==> src/rtl/regfile_port_ctrl.sv <==
// Request front end for the register file: valid/ready requests in, register file port activity out,
// with read data returned in order through a small show-ahead response FIFO. Zeroes low registers after reset.
module regfile_port_ctrl #(
    parameter int DATA_W     = 32,
    parameter int ADDR_W     = 32,
    parameter int FIFO_DEPTH = 4,
    parameter int INIT_COUNT = 32
) (
    input  logic              clk,
    input  logic              rst_n,
    input  logic              req_valid,
    output logic              req_ready,
    input  logic              req_write,
    input  logic [ADDR_W-1:0] req_addr,
    input  logic [DATA_W-1:0] req_wdata,
    output logic              rsp_valid,
    input  logic              rsp_ready,
    output logic [DATA_W-1:0] rsp_data,
    output logic              busy_init,
    output logic [ADDR_W-1:0] rf_rd_addr,
    output logic [ADDR_W-1:0] rf_wr_addr,
    output logic [DATA_W-1:0] rf_data_in,
    output logic              rf_write_enable,
    input  logic [DATA_W-1:0] rf_rd_data
);

    // state   | meaning
    // ST_INIT | zeroing registers 0..INIT_COUNT-1, one per cycle; no requests accepted
    // ST_RUN  | serving requests; left only through reset
    typedef enum logic {ST_INIT, ST_RUN} state_t;

    localparam int PTR_W = $clog2(FIFO_DEPTH);
    localparam int CNT_W = $clog2(FIFO_DEPTH + 1);
    localparam logic [ADDR_W-1:0] INIT_LAST = (INIT_COUNT > 0) ? ADDR_W'(INIT_COUNT - 1) : '0;
    localparam logic [CNT_W:0]    DEPTH_C   = (CNT_W + 1)'(FIFO_DEPTH);
    localparam logic [PTR_W-1:0]  PTR_LAST  = PTR_W'(FIFO_DEPTH - 1);

    state_t              state_q, state_d;
    logic [ADDR_W-1:0]   init_cnt_q, init_cnt_d;
    logic                pending_q, pending_d;
    logic [ADDR_W-1:0]   rd_addr_q, rd_addr_d;
    logic [PTR_W-1:0]    wr_ptr_q, wr_ptr_d;
    logic [PTR_W-1:0]    rd_ptr_q, rd_ptr_d;
    logic [CNT_W-1:0]    count_q, count_d;
    logic [DATA_W-1:0]   mem_q [FIFO_DEPTH];

    logic                rd_accept;
    logic                wr_accept;
    logic                push;
    logic                pop;
    logic                room;
    logic [CNT_W:0]      occupancy;

    function automatic logic [PTR_W-1:0] ptr_inc(input logic [PTR_W-1:0] p);
        return (p == PTR_LAST) ? '0 : p + 1'b1;
    endfunction

    // A read in flight still needs a slot, so it counts against the FIFO space.
    always_comb begin
        occupancy = {1'b0, count_q} + {{CNT_W{1'b0}}, pending_q};
        room      = occupancy < DEPTH_C;
    end

    always_comb begin
        state_d         = state_q;
        init_cnt_d      = init_cnt_q;
        busy_init       = 1'b0;
        req_ready       = 1'b0;
        rf_write_enable = 1'b0;
        rf_wr_addr      = '0;
        rf_data_in      = '0;
        rd_accept       = 1'b0;
        wr_accept       = 1'b0;
        case (state_q)
            ST_INIT: begin
                if (INIT_COUNT == 0) begin
                    state_d = ST_RUN;
                end else begin
                    busy_init = 1'b1;
                    // Gated by rst_n so no register file write is issued while reset is held.
                    rf_write_enable = rst_n;
                    rf_wr_addr      = init_cnt_q;
                    init_cnt_d      = init_cnt_q + 1'b1;
                    if (init_cnt_q == INIT_LAST) begin
                        state_d = ST_RUN;
                    end
                end
            end
            ST_RUN: begin
                req_ready = room;
                if (req_valid && room) begin
                    if (req_write) begin
                        wr_accept       = 1'b1;
                        rf_write_enable = 1'b1;
                        rf_wr_addr      = req_addr;
                        rf_data_in      = req_wdata;
                    end else begin
                        rd_accept = 1'b1;
                    end
                end
            end
            default: state_d = ST_INIT;
        endcase
    end

    always_comb begin
        rf_rd_addr = rd_accept ? req_addr : rd_addr_q;
        rd_addr_d  = rf_rd_addr;
        pending_d  = rd_accept;
    end

    // Response FIFO: the register file output is captured the cycle after the read was issued.
    always_comb begin
        push      = pending_q;
        pop       = (count_q != '0) && rsp_ready;
        wr_ptr_d  = push ? ptr_inc(wr_ptr_q) : wr_ptr_q;
        rd_ptr_d  = pop ? ptr_inc(rd_ptr_q) : rd_ptr_q;
        count_d   = count_q;
        case ({push, pop})
            2'b10:   count_d = count_q + 1'b1;
            2'b01:   count_d = count_q - 1'b1;
            default: count_d = count_q;
        endcase
        rsp_valid = (count_q != '0);
        rsp_data  = mem_q[rd_ptr_q];
    end

    always_ff @(posedge clk or negedge rst_n) begin
        if (!rst_n) begin
            state_q    <= ST_INIT;
            init_cnt_q <= '0;
            pending_q  <= 1'b0;
            rd_addr_q  <= '0;
            wr_ptr_q   <= '0;
            rd_ptr_q   <= '0;
            count_q    <= '0;
        end else begin
            state_q    <= state_d;
            init_cnt_q <= init_cnt_d;
            pending_q  <= pending_d;
            rd_addr_q  <= rd_addr_d;
            wr_ptr_q   <= wr_ptr_d;
            rd_ptr_q   <= rd_ptr_d;
            count_q    <= count_d;
        end
    end

    always_ff @(posedge clk or negedge rst_n) begin
        if (!rst_n) begin
            for (int i = 0; i < FIFO_DEPTH; i++) begin
                mem_q[i] <= '0;
            end
        end else if (push) begin
            mem_q[wr_ptr_q] <= rf_rd_data;
        end
    end

endmodule
==> config.mk <==
export PLATFORM = sky130hd
export DESIGN_NAME = regfile_port_ctrl
export DESIGN_NICKNAME = d
export VERILOG_FILES = /design/src/rtl/regfile_port_ctrl.sv
export SDC_FILE = /design/constraint.sdc
export NUM_CORES = 1
export LEC_CHECK = 0
export CAP_MARGIN = 30
export CORE_UTILIZATION = 49
export CTS_CLUSTER_SIZE = 25
export DETAILED_ROUTE_END_ITERATION = 12
export PLACE_DENSITY = 0.8
export SYNTH_ARGS = -nofsm -noshare
export SYNTH_HDL_FRONTEND = slang
export SYNTH_SLANG_ARGS = --single-unit
export TNS_END_PERCENT = 5
==> constraint.sdc <==
create_clock -name clk -period 7.27 [get_ports clk]
set_clock_uncertainty 0.2 [all_clocks]
set_input_delay 2.181 -clock clk [delete_from_list [all_inputs] [get_ports clk]]
set_output_delay 2.181 -clock clk [all_outputs]
set_load 0.05 [all_outputs]
==> metrics <==
Critical Path Start=req_write; largest net degree at the start of global routing=68; GRT Resource Usage Total=a little under a quarter; number of DRC markers in iteration 0=313; most area-consuming cells after synthesis=dfrtp_1 (55%), mux2_2 (19%), mux4_2 (7.8%); Mapped Area=just over 9000 µm²; Fin. Hold Viols=0; PortBufs=approximately 230; Critical-path top delay cell=clkdlybuf4s50_1; share of cells above drive strength 1=between 30% and 40%; worst-path cell chain=clkdlybuf4s50_1 -> and3_2 -> buf_12 -> a22o_1 -> clkdlybuf4s50_1; reg-to-reg endpoint=init_cnt_q[26]; slowest stage delay, CP=0.83 ns; Rows=49; Min-Delay Path Class=register to register; HP Start=rd_addr_q[18]; max-cap violations=0; worst flop-to-flop path startpoint=init_cnt_q[0]; Synth warnings=0; Max VDD drop=0.2579 mV; WS Path Type=input port to output port; most frequent cells in the layout=dfrtp_1 (199), clkdlybuf4s50_1 (196), mux2_2 (158); H-Tree Depth=1; die area=slightly below 20000 µm²; RD Place Congestion=around 0.8; leakage=5.251 nW; Max Slew Vio Count=0; WP data arrival=4.17 ns; nets=969; # resized after CTS=0; Relative slew margins=35.41%; worst-case reg-to-reg path depth=5; Finished Cell Area=12370 µm²; Residual DRC=9; Initial DRT Pass Iterations=8; Power Density=451.0 nW/µm²; final setup fails=0; Clock Tree Buf Depth=3; CTS tree=built; antenna violations before repair=0; Yosys cell types=37; CTS Hold Buffers Added=0; Tmin final=about 6.6 ns; critical path required time=4.89 ns; total gr overflow=0; Num CTS Buffers=22; Synth top area share=54.62%; vias in the first global route=6832; setup slack, reg-to-reg=approximately 4.8 ns; EDFF count, synth=0; Avg Synthesized Cell Area=14.50 µm²; Top cell by count, worst path=clkdlybuf4s50_1; commonest non-fill, non-tap cell in the layout=dfrtp_1; clk_lat worst skew=0.50 ns; Starting Density=50.57%; syn nets=744; routed wire length=21960 µm; register area share after synthesis=a little over half; wire per inst=19.91 µm; diode count=0; area grow syn2layout=34.31%; Core Box Area=18210 µm²; Final Cycle Share=90.11%; clk sinks=about 200; Seq cells post-synth=roughly 200; I/O pins=233; cells after synthesis=approximately 640; RSZ-0062 raised after global routing=no; root buf cell=clkbuf_16; post-DP HPWL=15150 µm; DP Area=11660 µm²; Worst-Margin Slew=around 0.97 ns; CTS clk-pin slew, worst paths=0.06 ns; Final TNS setup=0 ns; final setup margin=0.7187 ns; setup repair bufs after CTS=0; status=complete, but fails checks; chip width=139.1 µm; first-pass GRT wire length=35760 µm; Vias per Instance=around 5.6; post-synth top area cell=dfrtp_1; Top FF cell, synth=dfrtp_1; Fmax=152.6 MHz; CP endpoint=rf_wr_addr[8]; via count=6129; Critical Path Source Type=input port; DP Worst Slack=0.7305 ns; Critical Path End Type=output port; DRT antenna net count=0; Crit Path Max Fanout=65; asr flop ratio synth=100.0%; failing checks=design-rule violations; Die Y=139.1 µm
synth_stat cells (all sizes together), types with 2 or more instances:
library cell,count
a21o,2
a22o,32
and2,32
and3,6
buf,24
clkbuf,14
dfrtp,201
ha,7
inv,12
mux2,162
mux4,32
nand2,18
nand3,9
nand4,13
nor2,8
nor3,5
nor4,9
o21ai,3
or3,2
xnor2,27
xor2,7
report_power, final:
part           total [mW]  switching [mW]  internal [mW]  leakage (nW)
Sequential           1.78           0.251           1.53          2.42
Combinational        2.72            1.58           1.14          2.48
Clock                1.08           0.424          0.654         0.350
Total                5.58            2.26           3.32          5.25
registers in the layout (all words and copies together) (netlist names):
| register | count |
|---|---|
| wr_ptr_q | 2 |
| rd_ptr_q | 2 |
| count_q | 3 |
| mem_q | 128 |
| init_cnt_q | 32 |
| rd_addr_q | 32 |
| pending_q | 1 |
| state_q | 1 |
per-stage QoR:
stage	total power, mW	utilization, %	instances	hold WS, ns
after floorplan	3.688	-	635	0.2689
after global placement	4.443	64.01	1065	0.2765
after detailed placement	4.544	64.01	1065	0.2791
after CTS	5.638	67.92	1103	0.2924
after global routing	5.828	67.92	1103	0.2975
final	5.578	67.92	1103	0.2888
cells by family (layout without fill, tap and decap cells):
family,after synthesis,in the layout,share of synthesized area [%]
simple gates,109,109,7.514
mux,195,195,27.74
buf+inv,50,289,2.187
flops,201,201,54.62
compound gates,38,38,3.532
xor+xnor,34,34,3.234
fa+ha+maj,8,8,1.168
layer usage:
metal  GRT usage, %  part of all wire, %  vias to the layer above  wire length, µm
li1               -                    -                     2781                -
met1          28.50                   40                     3108             8815
met2          41.97                   52                      213            11500
met3          4.662                  5.5                       27             1217
met4          6.199                  2.0                        0              433
met5              0                    0                        -                0
critical path: cells and delay by family:
kind | cells | cell delay (ns)
buffers and inverters | 3 | 1.54
AND/OR/NAND/NOR | 1 | 0.20
AO/OA/AOI/OAI | 1 | 0.22
layout make-up:
type                            count  area [µm²]
Sequential cell                   201        5032
Inverter                           12       45.04
Tap cell                          229       286.5
Clock inverter                      4       56.30
Fill cell                        1229        5841
Multi-Input combinational cell    384        3989
Clock buffer                       34       655.6
Timing Repair Buffer              239        2303
how the worst min path moves through the flow:
stage / endpoint / slack (ns) / depth (start not counted)
finish: rd_addr_q[18] / 0.29 / 1
global route: rd_addr_q[18] / 0.30 / 1
CTS: rd_addr_q[18] / 0.29 / 1
detailed placement: rd_addr_q[18] / 0.28 / 1
global placement: rd_addr_q[6] / 0.28 / 1
floorplan: init_cnt_q[31] / 0.27 / 1
No activity file was read; power rests on OpenSTA's default activity.
